## config.mk

```make
export PLATFORM = sky130hd
export DESIGN_NAME = axil_ctrl_slave
export DESIGN_NICKNAME = d
export VERILOG_FILES = /design/src/rtl/axil_ctrl_slave.sv
export SDC_FILE = /design/constraint.sdc
export NUM_CORES = 1
export LEC_CHECK = 0
export CORE_UTILIZATION = 30
export CTS_BUF_LIST = sky130_fd_sc_hd__clkbuf_16
export DETAILED_ROUTE_END_ITERATION = 12
export DONT_BUFFER_PORTS = 1
export PLACE_DENSITY_LB_ADDON = 0.3
export RECOVER_POWER = 25
export SETUP_SLACK_MARGIN = 0.15
export SLEW_MARGIN = 40
export SYNTH_ARGS = -nofsm -noshare
export SYNTH_HDL_FRONTEND = slang
export SYNTH_SLANG_ARGS = --single-unit
export TNS_END_PERCENT = 50
```

## constraint.sdc

```tcl
create_clock -name clk -period 10 [get_ports clk]
set_input_delay 3 -clock clk [delete_from_list [all_inputs] [get_ports clk]]
set_output_delay 3 -clock clk [all_outputs]
set_load 0.1 [all_outputs]
```

## src/rtl/axil_ctrl_slave.sv

```systemverilog
// ---------------------------------------------------------------------------
// axil_ctrl_slave
//   AXI4-Lite control slave for a start/done style kernel. Holds a CTRL
//   register (start request, sticky done, live idle) and NUM_ARGS 32-bit
//   argument registers that are presented to the kernel in parallel.
//
// Ports
//   clk, rst                 clock, asynchronous active-high reset
//   s_aw* / s_w* / s_b*      AXI4-Lite write address / data / response
//   s_ar* / s_r*             AXI4-Lite read address / data
//   ap_start  (out)          kernel start request, held until ap_ready
//   ap_ready  (in)           kernel accepted start (pulse)
//   ap_done   (in)           kernel finished (pulse), latched as done_sticky
//   ap_idle   (in)           kernel idle level, visible in CTRL bit 3
//   args      (out)          argument registers, arg i on [32*i+31:32*i]
//
// Address map (only address bits [7:0] are decoded)
//   0x00          CTRL  {28'b0, idle, 1'b0, done_sticky, start}
//   0x10 + 4*i    ARG i (i < NUM_ARGS)
//   anything else unmapped: SLVERR, reads return 0, writes ignored
// ---------------------------------------------------------------------------
module axil_ctrl_slave #(
   parameter int unsigned S_AXI_ADDR_WIDTH = 32,
   parameter int unsigned NUM_ARGS         = 4
) (
   input  logic                        clk,
   input  logic                        rst,
   // write address channel
   input  logic [S_AXI_ADDR_WIDTH-1:0] s_awaddr,
   input  logic                        s_awvalid,
   output logic                        s_awready,
   // write data channel
   input  logic [31:0]                 s_wdata,
   input  logic [3:0]                  s_wstrb,
   input  logic                        s_wvalid,
   output logic                        s_wready,
   // write response channel
   output logic [1:0]                  s_bresp,
   output logic                        s_bvalid,
   input  logic                        s_bready,
   // read address channel
   input  logic [S_AXI_ADDR_WIDTH-1:0] s_araddr,
   input  logic                        s_arvalid,
   output logic                        s_arready,
   // read data channel
   output logic [31:0]                 s_rdata,
   output logic [1:0]                  s_rresp,
   output logic                        s_rvalid,
   input  logic                        s_rready,
   // kernel control
   output logic                        ap_start,
   input  logic                        ap_ready,
   input  logic                        ap_done,
   input  logic                        ap_idle,
   output logic [NUM_ARGS*32-1:0]      args
);

   localparam logic [1:0] RESP_OKAY   = 2'b00;
   localparam logic [1:0] RESP_SLVERR = 2'b10;

   typedef enum logic [1:0] {
      W_ADDR,
      W_WAIT,
      W_RESP
   } wstate_t;

   typedef enum logic {
      R_ADDR,
      R_DATA
   } rstate_t;

   // ------------------------------------------------------------------
   // Address decode helpers
   // ------------------------------------------------------------------
   function automatic logic is_arg_addr(input logic [7:0] a);
      return (a >= 8'h10) && (a[1:0] == 2'b00) &&
             ({24'b0, a} < (32'd16 + 32'd4 * NUM_ARGS));
   endfunction

   function automatic logic [3:0] arg_index(input logic [7:0] a);
      return 4'(a[7:2] - 6'd4);
   endfunction

   // ------------------------------------------------------------------
   // State
   // ------------------------------------------------------------------
   wstate_t                 wstate_q;
   logic                    awready_q, wready_q, bvalid_q;
   logic [1:0]              bresp_q;
   logic                    aw_got_q, w_got_q;
   logic [7:0]              awaddr_q;
   logic [31:0]             wdata_q;
   logic [3:0]              wstrb_q;

   rstate_t                 rstate_q;
   logic                    arready_q, rvalid_q;
   logic [31:0]             rdata_q;
   logic [1:0]              rresp_q;

   logic [NUM_ARGS*32-1:0]  args_q;
   logic                    ap_start_q;
   logic                    done_sticky_q;

   // ------------------------------------------------------------------
   // Write-side combinational decode
   // ------------------------------------------------------------------
   logic        aw_hs, w_hs, wr_commit;
   logic [7:0]  wr_addr;
   logic [31:0] wr_data;
   logic [3:0]  wr_strb;
   logic        wr_is_ctrl, wr_is_arg;
   logic [3:0]  wr_idx;

   always_comb begin
      aw_hs = s_awvalid & awready_q;
      w_hs  = s_wvalid & wready_q;
      // A channel captured earlier in W_WAIT supplies its latched copy;
      // the channel completing now is taken straight from the bus.
      wr_addr = aw_got_q ? awaddr_q : s_awaddr[7:0];
      wr_data = w_got_q  ? wdata_q  : s_wdata;
      wr_strb = w_got_q  ? wstrb_q  : s_wstrb;
      wr_commit = 1'b0;
      case (wstate_q)
         W_ADDR:  wr_commit = aw_hs & w_hs;
         W_WAIT:  wr_commit = aw_got_q ? w_hs : aw_hs;
         default: wr_commit = 1'b0;
      endcase
      wr_is_ctrl = (wr_addr == 8'h00);
      wr_is_arg  = is_arg_addr(wr_addr);
      wr_idx     = arg_index(wr_addr);
   end

   // ------------------------------------------------------------------
   // Read-side combinational decode
   // ------------------------------------------------------------------
   logic        ar_hs;
   logic [7:0]  rd_addr;
   logic        rd_is_ctrl, rd_is_arg;
   logic [3:0]  rd_idx;
   logic [31:0] rd_value;

   always_comb begin
      ar_hs      = s_arvalid & arready_q;
      rd_addr    = s_araddr[7:0];
      rd_is_ctrl = (rd_addr == 8'h00);
      rd_is_arg  = is_arg_addr(rd_addr);
      rd_idx     = arg_index(rd_addr);
      rd_value   = '0;
      if (rd_is_ctrl) begin
         rd_value = {28'b0, ap_idle, 1'b0, done_sticky_q, ap_start_q};
      end else begin
         for (int unsigned i = 0; i < NUM_ARGS; i++) begin
            if (rd_is_arg && ({28'b0, rd_idx} == i)) begin
               rd_value = args_q[32*i +: 32];
            end
         end
      end
   end

   // ------------------------------------------------------------------
   // Write FSM
   // Ready flags reset low and are raised on the first clock after
   // release, so nothing is accepted while rst is asserted.
   // ------------------------------------------------------------------
   always_ff @(posedge clk or posedge rst) begin
      if (rst) begin
         wstate_q  <= W_ADDR;
         awready_q <= 1'b0;
         wready_q  <= 1'b0;
         bvalid_q  <= 1'b0;
         bresp_q   <= RESP_OKAY;
         aw_got_q  <= 1'b0;
         w_got_q   <= 1'b0;
         awaddr_q  <= '0;
         wdata_q   <= '0;
         wstrb_q   <= '0;
      end else begin
         case (wstate_q)
            W_ADDR: begin
               if (wr_commit) begin
                  wstate_q  <= W_RESP;
                  awready_q <= 1'b0;
                  wready_q  <= 1'b0;
                  bvalid_q  <= 1'b1;
                  bresp_q   <= (wr_is_ctrl | wr_is_arg) ? RESP_OKAY : RESP_SLVERR;
               end else if (aw_hs) begin
                  wstate_q  <= W_WAIT;
                  awaddr_q  <= s_awaddr[7:0];
                  aw_got_q  <= 1'b1;
                  awready_q <= 1'b0;
                  wready_q  <= 1'b1;
               end else if (w_hs) begin
                  wstate_q  <= W_WAIT;
                  wdata_q   <= s_wdata;
                  wstrb_q   <= s_wstrb;
                  w_got_q   <= 1'b1;
                  awready_q <= 1'b1;
                  wready_q  <= 1'b0;
               end else begin
                  awready_q <= 1'b1;
                  wready_q  <= 1'b1;
               end
            end
            W_WAIT: begin
               if (wr_commit) begin
                  wstate_q  <= W_RESP;
                  awready_q <= 1'b0;
                  wready_q  <= 1'b0;
                  bvalid_q  <= 1'b1;
                  bresp_q   <= (wr_is_ctrl | wr_is_arg) ? RESP_OKAY : RESP_SLVERR;
               end
            end
            W_RESP: begin
               if (s_bready) begin
                  wstate_q  <= W_ADDR;
                  bvalid_q  <= 1'b0;
                  awready_q <= 1'b1;
                  wready_q  <= 1'b1;
                  aw_got_q  <= 1'b0;
                  w_got_q   <= 1'b0;
               end
            end
            default: begin
               wstate_q  <= W_ADDR;
               bvalid_q  <= 1'b0;
               awready_q <= 1'b0;
               wready_q  <= 1'b0;
               aw_got_q  <= 1'b0;
               w_got_q   <= 1'b0;
            end
         endcase
      end
   end

   // ------------------------------------------------------------------
   // Read FSM
   // ------------------------------------------------------------------
   always_ff @(posedge clk or posedge rst) begin
      if (rst) begin
         rstate_q  <= R_ADDR;
         arready_q <= 1'b0;
         rvalid_q  <= 1'b0;
         rdata_q   <= '0;
         rresp_q   <= RESP_OKAY;
      end else begin
         case (rstate_q)
            R_ADDR: begin
               if (ar_hs) begin
                  rstate_q  <= R_DATA;
                  arready_q <= 1'b0;
                  rvalid_q  <= 1'b1;
                  rdata_q   <= rd_value;
                  rresp_q   <= (rd_is_ctrl | rd_is_arg) ? RESP_OKAY : RESP_SLVERR;
               end else begin
                  arready_q <= 1'b1;
               end
            end
            R_DATA: begin
               if (s_rready) begin
                  rstate_q  <= R_ADDR;
                  rvalid_q  <= 1'b0;
                  arready_q <= 1'b1;
               end
            end
            default: begin
               rstate_q  <= R_ADDR;
               rvalid_q  <= 1'b0;
               arready_q <= 1'b0;
            end
         endcase
      end
   end

   // ------------------------------------------------------------------
   // Control and argument registers
   // A start-setting write wins over a same-cycle ap_ready; a same-cycle
   // ap_done wins over the clear-on-read, so no completion is lost.
   // ------------------------------------------------------------------
   always_ff @(posedge clk or posedge rst) begin
      if (rst) begin
         args_q        <= '0;
         ap_start_q    <= 1'b0;
         done_sticky_q <= 1'b0;
      end else begin
         if (wr_commit && wr_is_arg) begin
            for (int unsigned i = 0; i < NUM_ARGS; i++) begin
               for (int unsigned b = 0; b < 4; b++) begin
                  if (({28'b0, wr_idx} == i) && wr_strb[b]) begin
                     args_q[32*i + 8*b +: 8] <= wr_data[8*b +: 8];
                  end
               end
            end
         end

         if (wr_commit && wr_is_ctrl && wr_data[0]) begin
            ap_start_q <= 1'b1;
         end else if (ap_ready) begin
            ap_start_q <= 1'b0;
         end

         if (ap_done) begin
            done_sticky_q <= 1'b1;
         end else if (ar_hs && rd_is_ctrl) begin
            done_sticky_q <= 1'b0;
         end
      end
   end

   // Only address bits [7:0] take part in decoding.
   generate
      if (S_AXI_ADDR_WIDTH > 8) begin : g_addr_hi
         logic unused_addr_hi;
         assign unused_addr_hi = ^{s_awaddr[S_AXI_ADDR_WIDTH-1:8],
                                   s_araddr[S_AXI_ADDR_WIDTH-1:8]};
      end
   endgenerate

   // ------------------------------------------------------------------
   // Outputs
   // ------------------------------------------------------------------
   assign s_awready = awready_q;
   assign s_wready  = wready_q;
   assign s_bvalid  = bvalid_q;
   assign s_bresp   = bresp_q;
   assign s_arready = arready_q;
   assign s_rvalid  = rvalid_q;
   assign s_rdata   = rdata_q;
   assign s_rresp   = rresp_q;
   assign ap_start  = ap_start_q;
   assign args      = args_q;

endmodule

```

==> results of run 1 <==
==> worst max-delay path by stage <==
stage | start | end | slack, ns | cells after the start
2_1_floorplan | rst | ap_start | 1.04 | 1
3_3_place_gp | s_wvalid | wdata_q[16] | 4.94 | 3
3_5_place_dp | s_awaddr[7] | args[12] | 5.15 | 5
4_1_cts | s_rdata[15] | s_rdata[15] | 5.50 | 0
5_1_grt | rst | ap_start | 3.61 | 1
6_report | rst | s_rdata[31] | 4.37 | 1
==> per-stage QoR <==
step | cells | setup WS [ns] | util
3_3_place_gp | 1106 | 4.94 | 0.317
5_1_grt | 1156 | 3.61 | 0.353
2_1_floorplan | 699 | 1.04 | -
4_1_cts | 1156 | 5.50 | 0.353
3_5_place_dp | 1108 | 5.15 | 0.325
6_report | 1156 | 4.37 | 0.353
==> placed cells by master (no fill, tap or decap), types with 2 or more instances in the layout <==
cell	n
a211oi_4	2
a21o_1	3
a21oi_1	7
a22o_1	28
a22oi_1	2
and2_1	2
buf_6	2
bufinv_16	5
clkbuf_16	27
clkinv_1	5
clkinv_2	4
clkinvlp_4	4
conb_1	2
dfrtp_1	53
dfrtp_2	164
inv_1	6
mux2_1	16
mux2_2	181
mux2_4	8
mux2i_1	35
nand2_1	19
nand2_4	16
nand2b_1	4
nor2_1	9
nor2b_1	2
nor3_1	2
nor3_4	5
o21a_1	6
o21ai_0	34
o221ai_1	33
o31ai_1	2
==> sequential cells by signal (all words and copies together) (netlist names), 2 cells and up <==
signal    cells
wstrb_q       4
wdata_q      32
awaddr_q      8
s_rdata      32
args        128
wstate_q      2
==> area by class of cell <==
type                       instances  area share
inverter                           5     0.00175
timing repair buffer               5     0.00601
multi-input combinational        438       0.370
sequential                       218       0.494
clock buffer                      27      0.0590
tap                              442      0.0483
clock inverter                    21      0.0205
==> cell usage after synthesis, types with 4 or more instances <==
cell,number
buf_2,8
inv_1,5
nand2_1,20
nand2_4,15
o21a_1,6
dfrtp_1,218
nor2_1,9
a22o_1,28
buf_1,6
clkbuf_1,20
mux2_2,181
o21ai_0,34
nor3_4,5
nand2b_1,4
mux2i_1,35
o221ai_1,33
mux2_4,8
mux2_1,16
a21oi_1,7
==> per-layer routing <==
layer | vias to the layer above | track usage
met5 | - | 0
met4 | 0 | 0.0363
met3 | 33 | 0.0636
met2 | 210 | 0.258
met1 | 3112 | 0.201
li1 | 2608 | -
==> where the power goes <==
group	total [W]	switching [W]	internal, W
clock	0.00101	0.000390	0.000618
sequential	0.00142	0.000396	0.00102
combinational	0.000453	0.000224	0.000230
==> logic make-up after synthesis <==
family / count (synthesis)
compound gates: 123
other cells: 1
buf+inv: 43
simple gates: 72
mux: 241
flops: 218
==> impl_metrics.env, run 1 <==
export IMPL_status="complete, but fails checks"
export IMPL_violations="max-capacitance violations, max-slew violations"
export IMPL_hp_start="done_sticky_q"
export IMPL_m1WireLength_um=11300
export IMPL_grt_pass1_wl_um=40500
export IMPL_synth_adder_area_share=0
export IMPL_grt_pass1_vias=6121
export IMPL_portBuffers=0
export IMPL_cp_max_fo=88
export IMPL_skew_ns=0.0136
export IMPL_startpoint_type="primary input"
export IMPL_worst_path_max_delay_cell="clkinvlp_2"
export IMPL_synth_top_family_by_area="multiplexers"
export IMPL_yosysTopAreaCellShare=0.552
export IMPL_final_max_slew_viol_count=132
export IMPL_cp_arrival_ns=5.32
export IMPL_regArea_um2=5660
export IMPL_synth_compound_area_frac=0.0973
export IMPL_ir_worst_vdd_v=0.000123
export IMPL_rsz0062_at_grt="false"
export IMPL_finalInstanceArea_um2=11500
export IMPL_finalCritPeriodShare=0.563
export IMPL_syn2layout_area_growth_pct=16.0
export IMPL_diodes=0
export IMPL_worstMarginPinSlew_ns=4.11
export IMPL_whs_path_depth=1
export IMPL_avgSynthCellArea_um2=14.1
export IMPL_muxShareOfSynthArea=0.275
export IMPL_htreeDepth=1
export IMPL_fin_nets=804
export IMPL_maxCapViolCount=2
export IMPL_clock_path_buffers=3
export IMPL_r2r_start="s_arready"
export IMPL_synthCells=698
export IMPL_ys_flop_type="dfrtp_1"
export IMPL_die_x_um=183
export IMPL_routedWlPerCell_um=23.5
export IMPL_die_h_um=183
export IMPL_worstPathRequired_ns=9.69
export IMPL_hold_path_class="reg -> reg"
export IMPL_leakage_nw=5.13
export IMPL_synth_edf_count=0
export IMPL_hold_ws_ns=0.487
export IMPL_synth_xor_area_frac=0
export IMPL_route_detailed_drc=0
export IMPL_firstDrtPassIters=4
export IMPL_finalPower_w=0.00288
export IMPL_wl_met3_um=2780
export IMPL_tritoncts="yes"
export IMPL_ctsResizeCount=0
export IMPL_hold_viol_final=0
export IMPL_yosys_area_share_simple=0.0561
export IMPL_synth_cell_types=46
export IMPL_track_usage=0.160
export IMPL_tns_ns=0
export IMPL_p_per_area_nw_per_um2=251
export IMPL_r2r_cells=4
export IMPL_synth_top_cells_by_area="dfrtp_1, mux2_2, mux2i_1"
export IMPL_clk_pin_slew_ns=0.06
export IMPL_cts_setup_buffers=0
export IMPL_ant_nets=0
export IMPL_initial_utilization=0.304
export IMPL_dr_wl_met2_um=12600
export IMPL_crit_buf_inv=1
export IMPL_dr_first_iter_drc_count=177
export IMPL_viasPerCell=5.16
export IMPL_clkLatencyLatePin_ns=0.53
export IMPL_setup_violations=0
export IMPL_fill_cells=3098
export IMPL_post_route_min_period_ns=5.63
export IMPL_top_layer_used="met4"
export IMPL_multi_input_area_um2=4240
export IMPL_crit_chain="clkinvlp_2"
export IMPL_cts_root_buf="clkbuf_16"
export IMPL_dpl_instance_area_um2=10600
export IMPL_criticalPathCategory="in -> async"
export IMPL_holdBufCountCts=0
export IMPL_yosys_register_bits=218
export IMPL_place_detailed_hpwl_um=17700
export IMPL_slew_headroom=-1.76
export IMPL_coreArea_um2=32500
export IMPL_die_area_um2=33600
export IMPL_endpoint_kind="async pin"
export IMPL_seq_area_frac_synth=0.552
export IMPL_antenna_found_initial=0
export IMPL_ioPinCount=280
export IMPL_yosys_warnings=0
export IMPL_grt_remaining_overflow=0
export IMPL_vias=5963
export IMPL_r2r_slack_ns=6.60
export IMPL_cp_top_family="buffers and inverters"
export IMPL_cts_sinks=218
export IMPL_syn_cell_area_um2=9880
export IMPL_r2r_end="s_rdata[1]"
export IMPL_yosys_area_top_type="dfrtp_1"
export IMPL_wirelength_um=27100
export IMPL_async_reset_ff_frac=1.00
export IMPL_gp_congestion=0.734
export IMPL_fp_row_count=66
export IMPL_slowest_delay_ns=2.24
export IMPL_max_freq_mhz=178
export IMPL_hold_path_end="done_sticky_q"
export IMPL_drive_gt1_frac=0.608
export IMPL_cts_buffers=26
export IMPL_grt_max_degree=89
(Power assumes the default switching activity.)
==> run 2, diff against run 1 <==
==> constraint.sdc (replaced) <==
create_clock -name clk -period 4.8 [get_ports clk]
set_input_delay 1.44 -clock clk [delete_from_list [all_inputs] [get_ports clk]]
set_output_delay 1.44 -clock clk [all_outputs]
set_load 0.1 [all_outputs]
==> run 2 against run 1 <==
  * The run now ends clean
  * First-iteration DRC count is 31% higher
  * Sequential share of layout area shrank 0.13 points
  * Global-route usage rose by 0.30 points
  * Die area is the same
  * Routed wire length increased by 2.1%
  * Largest cell class unchanged
==> impl_metrics.env, run 2 (synthesis gave the netlist of run 1 again) <==
export IMPL_grt_remaining_overflow=0
export IMPL_route_detailed_drc=0
export IMPL_diodes=0
export IMPL_maxCapViolCount=0
export IMPL_cts_setup_buffers=0
export IMPL_seqPwrFrac=0.487
export IMPL_ioPinCount=280
export IMPL_clk_pin_slew_ns=0.06
export IMPL_ctsResizeCount=0
export IMPL_rsz0062_at_grt="false"
export IMPL_syn2layout_area_growth_pct=16.4
export IMPL_largest_reg_flops=128
export IMPL_fill_cells=3119
export IMPL_criticalPathCategory="in -> reg"
export IMPL_cts_root_buf="clkbuf_16"
export IMPL_crit_end="s_rdata[12]"
export IMPL_hold_path_class="reg -> reg"
export IMPL_cp_arrival_ns=3.43
export IMPL_gp_congestion=0.728
export IMPL_finalCritPeriodShare=0.615
export IMPL_cts_buffers=27
export IMPL_clock_path_buffers=3
export IMPL_antenna_found_initial=1
export IMPL_final_cell_mix="mux2_2, dfrtp_2, dfrtp_1"
export IMPL_clkLatencyLatePin_ns=0.55
export IMPL_p_int_w=0.00387
export IMPL_cp_top_family="simple AND/OR/NAND/NOR gates"
export IMPL_die_h_um=183
export IMPL_ir_worst_vdd_v=0.000248
export IMPL_setup_violations=0
export IMPL_worstSetupPathDepth=6
export IMPL_tns_ns=0
export IMPL_final_common_cell="mux2_2"
export IMPL_track_usage=0.163
export IMPL_portBuffers=0
export IMPL_utilization=0.354
export IMPL_die_area_um2=33600
export IMPL_endpoint_kind="register"
export IMPL_p_per_area_nw_per_um2=524
export IMPL_cp_max_fo=15
export IMPL_place_detailed_hpwl_um=18000
export IMPL_crit_chain="nor2_1 > nor4b_1 > and2_1 > nor2b_4 > buf_4 > a22o_1"
export IMPL_cts_sinks=218
export IMPL_r2r_cells=5
export IMPL_firstDrtPassIters=4
export IMPL_skew_ns=0.0188
export IMPL_die_x_um=183
export IMPL_combPwrFrac=0.166
export IMPL_worstPathRequired_ns=5.28
export IMPL_finalInstanceArea_um2=11500
export IMPL_holdBufCountCts=0
export IMPL_p_sw_w=0.00216
export IMPL_wirelength_um=27700
export IMPL_crit_buf_inv=1
export IMPL_routedWlPerCell_um=23.9
export IMPL_grt_max_degree=97
export IMPL_final_max_slew_viol_count=0
export IMPL_ant_nets=0
export IMPL_r2r_start="s_wready"
export IMPL_dr_first_iter_drc_count=232
export IMPL_r2r_end="args[103]"
export IMPL_grt_pass1_vias=6148
export IMPL_startpoint_type="primary input"
export IMPL_r2r_slack_ns=2.07
export IMPL_fp_row_count=66
export IMPL_drive_gt1_frac=0.617
export IMPL_dpl_instance_area_um2=10600
export IMPL_tritoncts="yes"
export IMPL_max_freq_mhz=339
export IMPL_power_share_switching=0.358
export IMPL_hold_viol_final=0
export IMPL_slowest_delay_ns=0.61
export IMPL_critical_path_startpoint="s_araddr[1]"
export IMPL_grt_pass1_wl_um=41100
export IMPL_viasPerCell=5.14
export IMPL_coreArea_um2=32500
export IMPL_clkPwrFrac=0.348
export IMPL_leakage_nw=5.17
export IMPL_htreeDepth=1
export IMPL_fin_nets=807
export IMPL_post_route_min_period_ns=2.95
export IMPL_worst_path_max_delay_cell="nor2b_4"
export IMPL_status="finished, final reports clean"
export IMPL_initial_utilization=0.304
export IMPL_slew_headroom=0.406
export IMPL_worstMarginPinSlew_ns=0.891
export IMPL_vias=5966
-- run 2: changes by cell type in the layout (fill, tap and decap cells not counted), sizes merged --
cell      previous run  this run
inv                  6        10
clkinvlp             5         4
buf                  4         7
bufinv               5         4
clkbuf              28        27
-- run 2: power by group through the flow --
stage	registers (W)	clock network [W]	logic, W
2_1_floorplan	0.00281	0	0.000925
3_5_place_dp	0.00296	0	0.00102
5_1_grt	0.00297	0.00224	0.00110
3_3_place_gp	0.00294	0	0.00100
6_report	0.00293	0.00209	0.000999
4_1_cts	0.00293	0.00216	0.00102
-- run 2: worst reg2reg max path: stages (launching register included) --
cell and delay, ns:
dfrtp_2 0.71, and2_0 0.42, a31oi_1 0.26, a211oi_4 0.60, nand2_4 0.25, mux2_1 0.37
-- run 2: cell type report --
type                            count  area, um2  share of cell area
Clock buffer                       27        676              0.0588
Clock inverter                     23        233              0.0203
Inverter                            5       20.0             0.00174
Multi-Input combinational cell    438       4260               0.370
Sequential cell                   218       5670               0.493
Tap cell                          442        553              0.0481
Timing Repair Buffer                7       88.8             0.00773
-- run 2: worst min-delay path by stage --
| stage | start | to | slack (ns) | cells past startpoint |
|---|---|---|---|---|
| 2_1_floorplan | done_sticky_q | done_sticky_q | 0.45 | 1 |
| 3_3_place_gp | awaddr_q[4] | awaddr_q[4] | 0.47 | 2 |
| 3_5_place_dp | done_sticky_q | done_sticky_q | 0.47 | 1 |
| 4_1_cts | done_sticky_q | done_sticky_q | 0.49 | 1 |
| 5_1_grt | wstrb_q[0] | wstrb_q[0] | 0.51 | 1 |
| 6_report | awaddr_q[4] | awaddr_q[4] | 0.49 | 2 |
-- run 2: metrics by stage --
step           instances  hold WS (ns)  power (W)  setup slack, ns
2_1_floorplan        699         0.449    0.00373            0.520
3_3_place_gp        1109         0.468    0.00394             1.40
3_5_place_dp        1110         0.475    0.00398             1.28
4_1_cts             1160         0.489    0.00611             1.84
5_1_grt             1160         0.512    0.00632             1.71
6_report            1160         0.489    0.00602             1.85
-- run 2: routing by layer --
layer,part of all wire,track usage,routed length [um]
met1,0.42,0.210,11700
met2,0.46,0.256,12700
met3,0.10,0.0604,2760
met4,0.020,0.0443,567
met5,0,0,0
==> run 3, diff against run 2 <==
--- a/config.mk
+++ b/config.mk
@@ -5,6 +5,7 @@
 export SDC_FILE = /design/constraint.sdc
 export NUM_CORES = 1
 export LEC_CHECK = 0
+export ABC_AREA = 1
 export CORE_UTILIZATION = 30
 export CTS_BUF_LIST = sky130_fd_sc_hd__clkbuf_16
 export DETAILED_ROUTE_END_ITERATION = 12
==> constraint.sdc (replaced) <==
create_clock -name clk -period 2.43 [get_ports clk]
set_input_delay 0.729 -clock clk [delete_from_list [all_inputs] [get_ports clk]]
set_output_delay 0.729 -clock clk [all_outputs]
set_load 0.1 [all_outputs]
==> run 3 against run 2 <==
  * Clock power is 62% higher
  * Via count is 40% higher
  * Sequential power is 56% higher
  * Critical endpoint is now args[82]
==> impl_metrics.env, run 3 <==
export IMPL_status="finished, final reports clean"
export IMPL_clkLatencyLatePin_ns=0.52
export IMPL_clk_pin_slew_ns=0.06
export IMPL_yosys_register_bits=218
export IMPL_slowest_delay_ns=0.45
export IMPL_hold_viol_final=0
export IMPL_final_cell_mix="nand2_1, dfrtp_1, buf_4"
export IMPL_p_int_w=0.00700
export IMPL_seqPwrFrac=0.385
export IMPL_avgSynthCellArea_um2=8.40
export IMPL_die_h_um=184
export IMPL_ys_flop_type="dfrtp_1"
export IMPL_crit_chain="nor2_4 > nand3_2 > nand2_2 > inv_4 > nor2_8 > buf_12 > nand2_2 > nand2_1 > o21ai_0"
export IMPL_max_freq_mhz=498
export IMPL_clock_path_buffers=3
export IMPL_drive_gt1_frac=0.213
export IMPL_top_layer_used="met4"
export IMPL_viasPerCell=4.64
export IMPL_synth_top_cells_by_area="dfrtp_1, nand2_1, o21ai_0"
export IMPL_diodes=0
export IMPL_wl_met3_um=2100
export IMPL_ant_nets=0
export IMPL_syn_cell_area_um2=9960
export IMPL_fp_row_count=66
export IMPL_combPwrFrac=0.330
export IMPL_cp_max_fo=16
export IMPL_yosys_area_top_type="dfrtp_1"
export IMPL_routedWlPerCell_um=17.0
export IMPL_synth_cell_types=33
export IMPL_yosysMostFrequentCell="nand2_1"
export IMPL_final_common_cell="nand2_1"
export IMPL_hold_path_class="in -> async"
export IMPL_dr_first_iter_drc_count=573
export IMPL_slew_headroom=0.121
export IMPL_track_usage=0.182
export IMPL_grt_pass1_vias=8146
export IMPL_wirelength_um=30700
export IMPL_finalCritPeriodShare=0.826
export IMPL_maxCapViolCount=0
export IMPL_ioPinCount=280
export IMPL_seq_area_frac_synth=0.548
export IMPL_post_place_cells=1767
export IMPL_criticalPathCategory="reg -> reg"
export IMPL_worst_path_max_delay_cell="dfrtp_1"
export IMPL_clkPwrFrac=0.285
export IMPL_final_cell_count_no_fill=1804
export IMPL_setup_violations=0
export IMPL_fin_nets=1462
export IMPL_syn2layout_area_growth_pct=24.8
export IMPL_hold_ws_ns=0.203
export IMPL_synth_edf_count=0
export IMPL_firstDrtPassIters=5
export IMPL_coreArea_um2=32600
export IMPL_die_area_um2=33900
export IMPL_tritoncts="yes"
export IMPL_cts_sinks=218
export IMPL_ir_worst_vdd_v=0.000857
export IMPL_startpoint_type="register"
export IMPL_p_per_area_nw_per_um2=955
export IMPL_cts_root_buf="clkbuf_16"
export IMPL_place_detailed_hpwl_um=21900
export IMPL_crit_top_cell="nand2_2"
export IMPL_htreeDepth=1
export IMPL_gp_congestion=0.803
export IMPL_antenna_found_initial=0
export IMPL_dr_wl_met2_um=14500
export IMPL_grt_max_degree=68
export IMPL_async_reset_ff_frac=1.00
export IMPL_final_max_slew_viol_count=0
export IMPL_synthCells=1185
export IMPL_tns_ns=0
export IMPL_worstPathRequired_ns=2.81
export IMPL_m1WireLength_um=13300
export IMPL_rsz0062_at_grt="false"
export IMPL_skew_ns=0.0111
export IMPL_finalPower_w=0.0119
export IMPL_grt_remaining_overflow=0
export IMPL_grt_pass1_wl_um=47600
export IMPL_route_detailed_drc=0
export IMPL_portBuffers=0
export IMPL_holdBufCountCts=0
export IMPL_ctsResizeCount=0
export IMPL_synth_common_cells="nand2_1, dfrtp_1, o21ai_0"
export IMPL_endpoint_kind="register"
export IMPL_initial_utilization=0.305
export IMPL_cts_buffers=25
export IMPL_post_route_min_period_ns=2.01
export IMPL_die_x_um=184
export IMPL_p_sw_w=0.00487
export IMPL_yosys_warnings=0
export IMPL_leakage_nw=6.49
export IMPL_power_share_switching=0.410
export IMPL_cp_arrival_ns=2.38
export IMPL_vias=8369
export IMPL_fill_cells=3361
export IMPL_cts_setup_buffers=0
export IMPL_yosysTopAreaCellShare=0.548
export IMPL_utilization=0.381
export IMPL_largest_reg_flops=128
export IMPL_worstMarginPinSlew_ns=1.32
run 3: cell types whose count changed in the layout (fill, tap and decap cells not counted), moves of 31 or more:
cell | previous run | this run
o21ai_1 | 0 | 50
o21ai_2 | 0 | 31
mux2i_1 | 35 | 0
inv_1 | 9 | 74
dfrtp_2 | 168 | 3
nand3_1 | 1 | 78
buf_4 | 4 | 185
nor2_1 | 9 | 98
mux2_2 | 181 | 0
o21ai_0 | 34 | 165
dfrtp_1 | 50 | 215
nand2_1 | 19 | 361
o221ai_1 | 33 | 0
run 3: worst paths after layout:
check	depth (start not counted)	end	slack (ns)	start
setup / recovery	9	args[82]	0.42	wstate_q[1]
hold / removal	1	args[34]	0.20	rst
setup reg to reg	9	args[82]	0.42	wstate_q[1]
hold reg to reg	1	s_rvalid	0.47	rstate_q
max in group asynchronous	2	s_rdata[24]	0.59	rst
min in group clk	1	s_rvalid	0.30	s_rready
run 3: per-stage QoR:
| step | setup slack, ns | cell area, um2 |
|---|---|---|
| after floorplan | -1.14 | 9960 |
| after global placement | 0.179 | 11800 |
| after detailed placement | 0.151 | 11800 |
| after CTS | 0.307 | 12500 |
| after global routing | 0.213 | 12400 |
| final | 0.424 | 12400 |
run 3: area by class of cell:
class / count / area, um2 / area share
well taps: 442 / 553 / 0.0445
clock buffers: 25 / 626 / 0.0503
multi-input cells: 836 / 3930 / 0.316
flip-flops and latches: 218 / 5460 / 0.439
repair buffers: 197 / 1500 / 0.121
inverters: 74 / 284 / 0.0229
clock inverters: 12 / 75.1 / 0.00604
run 3: power by group through the flow:
stage | clock network [W] | registers [W] | logic [W]
2_1_floorplan | 0 | 0.00595 | 0.00161
3_3_place_gp | 0 | 0.00460 | 0.00392
3_5_place_dp | 0 | 0.00462 | 0.00397
4_1_cts | 0.00350 | 0.00456 | 0.00398
5_1_grt | 0.00361 | 0.00464 | 0.00429
6_report | 0.00338 | 0.00456 | 0.00392
run 3: cell families after synthesis:
kind of cell,count (synthesis),synth area share
compound gates,257,0.143
flops,218,0.548
simple gates,577,0.247
other cells,1,0.000377
buf+inv,132,0.0623
run 3: per-layer routing:
metal,global-route usage,vias up
met2,0.304,209
met1,0.233,3945
met4,0.0503,0
met5,0,-
li1,-,4179
met3,0.0445,36
run 3: worst max-delay path, delay by kind of cell, from the launching register on:
family / cells / cell delay (ns)
AOI/OAI and AO/OA: 1 / 0.08
and+or+nand+nor: 6 / 1.04
buffers and inverters: 2 / 0.27
DFF: 1 / 0.45
